$ cat config.mk
export PLATFORM = sky130hd
export DESIGN_NAME = multi_light_manager
export DESIGN_NICKNAME = d
export VERILOG_FILES = /design/src/rtl/multi_light_manager.sv
export SDC_FILE = /design/constraint.sdc
export NUM_CORES = 1
export LEC_CHECK = 0
export CELL_PAD_IN_SITES_DETAIL_PLACEMENT = 2
export CELL_PAD_IN_SITES_GLOBAL_PLACEMENT = 2
export CORE_MARGIN = 10
export CORE_UTILIZATION = 43
export CTS_BUF_LIST = sky130_fd_sc_hd__clkbuf_8
export CTS_CLUSTER_SIZE = 20
export DETAILED_ROUTE_END_ITERATION = 12
export PLACE_DENSITY_LB_ADDON = 0.1
export SKIP_LAST_GASP = 1
export SYNTH_ARGS = -nofsm -noshare
export SYNTH_HDL_FRONTEND = slang
export SYNTH_SLANG_ARGS = --single-unit
$ cat constraint.sdc
create_clock -name clk_i -period 5.63 [get_ports clk_i]
set_input_delay 1.689 -clock clk_i [delete_from_list [all_inputs] [get_ports clk_i]]
set_output_delay 1.689 -clock clk_i [all_outputs]
set_load 0.005 [all_outputs]
$ cat src/rtl/multi_light_manager.sv
// -----------------------------------------------------------------------------
// multi_light_manager
//
// Drives NUM_CHANNELS independent PWM light outputs from a single rotary
// encoder. The encoder's step pulses move the target brightness of the
// currently selected channel. A slow ramp then fades each channel's current
// brightness toward its target, one LSB per prescaler tick. A shared PWM
// counter turns each channel's duty value into a registered pulse train.
//
// Ports
//   clk_i     in   1              single rising-edge clock
//   rst_i     in   1              asynchronous active-high reset
//   inc_i     in   1              one-clock pulse: raise selected target
//   dec_i     in   1              one-clock pulse: lower selected target
//   next_i    in   1              one-clock pulse: select next channel
//   pwm_o     out  NUM_CHANNELS   registered PWM outputs
//   chan_o    out  clog2(NCH)     selected channel index
//   target_o  out  N              target brightness of the selected channel
//
// The control inputs are plain event pulses. There is no handshake: each
// clock cycle in which a pulse is high counts as exactly one event.
// -----------------------------------------------------------------------------
module multi_light_manager #(
    parameter int NUM_CHANNELS   = 4,
    parameter int PWM_VALUE_SIZE = 8,
    parameter int BRIGHTNESS_INC = 5,
    parameter int SATURATE       = 1,
    parameter int RAMP_DIV       = 1000
) (
    input  logic                            clk_i,
    input  logic                            rst_i,
    input  logic                            inc_i,
    input  logic                            dec_i,
    input  logic                            next_i,
    output logic [NUM_CHANNELS-1:0]         pwm_o,
    output logic [$clog2(NUM_CHANNELS)-1:0] chan_o,
    output logic [PWM_VALUE_SIZE-1:0]       target_o
);

    localparam int N   = PWM_VALUE_SIZE;
    localparam int CW  = $clog2(NUM_CHANNELS);
    // A divider of 1 still needs a 1-bit register; it simply ticks every clock.
    localparam int PSW = (RAMP_DIV > 1) ? $clog2(RAMP_DIV) : 1;

    localparam logic [N-1:0]   MAX_V     = '1;
    localparam logic [N-1:0]   CNT_LAST  = {{(N-1){1'b1}}, 1'b0};  // 2^N-2
    localparam logic [N:0]     INC_W     = (N+1)'(BRIGHTNESS_INC);
    localparam logic [PSW-1:0] PS_LAST   = PSW'(RAMP_DIV - 1);
    localparam logic [CW-1:0]  CHAN_LAST = CW'(NUM_CHANNELS - 1);

    logic [N-1:0]   t_q [NUM_CHANNELS];   // target brightness
    logic [N-1:0]   c_q [NUM_CHANNELS];   // current (fading) brightness
    logic [N-1:0]   d_q [NUM_CHANNELS];   // duty latched at period start
    logic [CW-1:0]  chan_q;
    logic [PSW-1:0] ps_q;
    logic [N-1:0]   cnt_q;

    logic           ramp_tick;
    logic [N-1:0]   tgt_sel;
    logic [N:0]     sum_w;
    logic [N:0]     diff_w;
    logic [N-1:0]   tgt_next;
    logic [N-1:0]   duty_eff [NUM_CHANNELS];

    assign ramp_tick = (ps_q == PS_LAST);

    // The selected channel's next target. The extra top bit of the sum or
    // difference flags an overflow or a borrow, which decides between clamping
    // and wrapping. An inc and a dec in the same cycle cancel each other out.
    always_comb begin
        tgt_sel  = t_q[chan_q];
        sum_w    = {1'b0, tgt_sel} + INC_W;
        diff_w   = {1'b0, tgt_sel} - INC_W;
        tgt_next = tgt_sel;
        if (inc_i && !dec_i) begin
            tgt_next = (SATURATE != 0 && sum_w[N]) ? MAX_V : sum_w[N-1:0];
        end else if (dec_i && !inc_i) begin
            tgt_next = (SATURATE != 0 && diff_w[N]) ? '0 : diff_w[N-1:0];
        end
    end

    // At counter value 0 the freshly latched duty must already apply. This
    // keeps the whole period on one duty value, so a change never shortens or
    // stretches a pulse.
    always_comb begin
        for (int i = 0; i < NUM_CHANNELS; i++) begin
            duty_eff[i] = (cnt_q == '0) ? c_q[i] : d_q[i];
        end
    end

    always_ff @(posedge clk_i or posedge rst_i) begin
        if (rst_i) begin
            chan_q <= '0;
            ps_q   <= '0;
            cnt_q  <= '0;
            pwm_o  <= '0;
            for (int i = 0; i < NUM_CHANNELS; i++) begin
                t_q[i] <= '0;
                c_q[i] <= '0;
                d_q[i] <= '0;
            end
        end else begin
            ps_q  <= ramp_tick ? '0 : ps_q + 1'b1;
            cnt_q <= (cnt_q == CNT_LAST) ? '0 : cnt_q + 1'b1;

            // A step pulse that coincides with next_i still uses the old chan_q.
            t_q[chan_q] <= tgt_next;
            if (next_i) begin
                chan_q <= (chan_q == CHAN_LAST) ? '0 : chan_q + 1'b1;
            end

            for (int i = 0; i < NUM_CHANNELS; i++) begin
                // The fade always starts from the present value, so retargeting
                // mid-fade only changes the direction and never jumps.
                if (ramp_tick) begin
                    if (c_q[i] < t_q[i]) begin
                        c_q[i] <= c_q[i] + 1'b1;
                    end else if (c_q[i] > t_q[i]) begin
                        c_q[i] <= c_q[i] - 1'b1;
                    end
                end
                if (cnt_q == '0) begin
                    d_q[i] <= c_q[i];
                end
                pwm_o[i] <= (cnt_q < duty_eff[i]);
            end
        end
    end

    assign chan_o   = chan_q;
    assign target_o = tgt_sel;

endmodule

==> impl_metrics.ini <==
[status]
status = finished, final reports clean

[critical_path]
cp_data_required_time_ns = 3.94
regToRegSetupSlack_ns = 1.86
slowest_delay_ns = 0.85
path_delay_family = multiplexers
endpoint_kind = output port
path_max_fanout = 13
crit_arrival_ns = 2.60
cp_cell_sequence = mux4_1 > clkdlybuf4s50_1
crit_type = register to output port
path_buf_inv = 1
cp_slowest_cell = mux4_1
critPathLaunchType = register

[synthesis]
syn_area_um2 = 7635
synth-edff-count = 0
ys_seq_elements = 120
async_flop_share_pct = 100.0
postSynthCellCount = 760
syn_area_per_cell_um2 = 10.05
synth-main-ff-cell = dfrtp_1
synth_top_area_share_pct = 39.33
synth_warnings = 0
synth_top_area_cell = dfrtp_1
ys_seq_area_share_pct = 39.33
ys_top_cells_by_area = dfrtp_1, ha_1, inv_1, o21ai_0, mux2_2
synth_cell_types = 54
synth_nets = 863

[final_layout]
drive_above_1_share_pct = 8.690
layout.nets = 885
final_common_cell = dfrtp_1
n_antenna_cell = 0
fillers = 1799
mostFrequentLayoutCells = dfrtp_1, ha_1, inv_1
synthToLayoutAreaGrowth_pct = 10.54

[clocking]
cts_tree = built
clk_pin_slew_worst_paths_ns = 0.08
post_cts_buffers = 0
cts_sinks = 120
ctsResizeCount = 0
cts-root-buf = clkbuf_8
cts_inserted_buffers = 17
postCtsHoldBufs = 0
clock_latency_ns = 0.46
clockBufferDepth = 2
htreeDepth = 4

[min_path]
min-delay-path-class = register to register

[flow_run]
cap_violations = 0

[global_route]
grt_overflow = 0
grt_start_max_net_pins = 75
grt_pass1_vias = 6601
grt_use_total_pct = 18.96
grt_pass1_wl_mm = 35.93
antenna_found_initial = 0

[place]
port_buffers = 18
hpwlAfterDp_mm = 16.32
place_congestion = 0.8433

[timing]
fin_crit_sh_pct = 76.22
finalHoldViolCount = 0
setup_viol_count_final = 0
fmax_mhz = 233.0
finalMaxSlewViolations = 0
clock_skew_ns = 0.01339
fin_tns_setup_ns = 0
rsz0062_at_grt = false
tightest_slew_ns = 0.9783
relSlewSlack_pct = 34.78
period_needed_ns = 4.291

[die]
ioPinCount = 19
start_util_pct = 43.99
core_um2 = 17360
dieArea_um2 = 23490
die_x_um = 153.3
row_count = 48
die_h_um = 153.3

[power_and_ir_drop]
power_leakage_nw = 4.403
power.total_mw = 3.057
power.density_nw_per_um2 = 362.2
ir_drop_uv = 230.3

[drt]
detailedRoute.firstIterationViolations = 298
drt_wl_total_mm = 21.72
drt_first_pass_iters = 4
detail_route.wl_per_cell_um = 21.31
viasPerCell = 5.659
antenna_left = 0
vias = 5767
drc = 0
[flip-flops by register name (all words and copies together), names as in the netlist]
signal and flops:
c_q 32, chan_o 2, cnt_q 8, d_q 32
ps_q 10, pwm_o 4, t_q 32
[logic make-up after synthesis]
| family | share of synthesized area, % |
|---|---|
| buffers and inverters | 5.342 |
| xor gates and xnor gates | 5.277 |
| and+or+nand+nor | 10.72 |
| muxes | 8.554 |
| AOI/OAI and AO/OA | 14.32 |
| adders and majority gates | 16.45 |
| DFF | 39.33 |
[worst register-to-register path: stages, from the launching register on]
cell and delay [ns]:
dfrtp_1 0.48, ha_1 0.33, nor2b_1 0.14, o21bai_1 0.12, a211oi_1 0.09, a211oi_1 0.51
inv_1 0.31, ha_1 0.36, a21o_1 0.21, a211oi_1 0.42, o21ai_0 0.18, o211ai_1 0.14
xnor2_1 0.16, nor2_1 0.08, xor2_1 0.14
[area by class of cell]
cell class / instances / area (um2) / area share [%]
clock buffers: 21 / 289.0 / 3.425
clock inverters: 10 / 101.3 / 1.201
inverters: 78 / 295.3 / 3.499
multi-input cells: 540 / 4237 / 50.20
flip-flops and latches: 120 / 3003 / 35.58
well taps: 225 / 281.5 / 3.336
repair buffers: 25 / 232.7 / 2.758
[report_power, final]
part | total [mW] | internal [mW] | switching [mW]
logic | 1.15 | 0.454 | 0.691
registers | 1.12 | 0.978 | 0.143
clock network | 0.790 | 0.431 | 0.359
total | 3.06 | 1.86 | 1.19
[metal layers]
layer | wire length, um | part of all wire, % | GRT usage [%] | vias up
li1 | - | - | - | 2725
met1 | 9377 | 43 | 22.48 | 2961
met2 | 11410 | 53 | 33.54 | 54
met3 | 515 | 2.4 | 3.367 | 27
met4 | 415 | 1.9 | 6.540 | 0
met5 | 0 | 0 | 0 | -
[path summary, 6_finish.rpt]
check                               to  startpoint  cells after the start
hold reg to reg                ps_q[0]     ps_q[0]                      1
setup reg to reg               c_q[23]     c_q[17]                     14
hold / removal                 ps_q[0]     ps_q[0]                      1
setup / recovery           target_o[2]   chan_o[0]                      2
max in group asynchronous      d_q[14]       rst_i                      3
min in group asynchronous      c_q[27]       rst_i                      2
[per-stage QoR]
stage | area (um2) | util, % | instances | setup WS [ns] | hold slack [ns]
3_3_place_gp | 8049 | 46.37 | 988 | 1.526 | 0.4532
4_1_cts | 8439 | 48.62 | 1019 | 1.312 | 0.4820
3_5_place_dp | 8049 | 46.37 | 988 | 1.427 | 0.4707
5_1_grt | 8439 | 48.62 | 1019 | 1.236 | 0.5111
6_report | 8439 | 48.62 | 1019 | 1.339 | 0.4690
2_1_floorplan | 7635 | - | 760 | 0.7552 | 0.4329
[synthesized netlist by cell type, drive strengths merged, types with 10 or more instances]
cell and instances:
a21oi 41, nor2 54, clkbuf 14, nand3 16, inv 78, mux2i 21, nor2b 10, dfrtp 120
xor2 22, nand2 47, ha 94, nor3 11, mux2 21, o21ai 53, a21o 21, xnor2 24
Power figures use the tool's default switching activity.
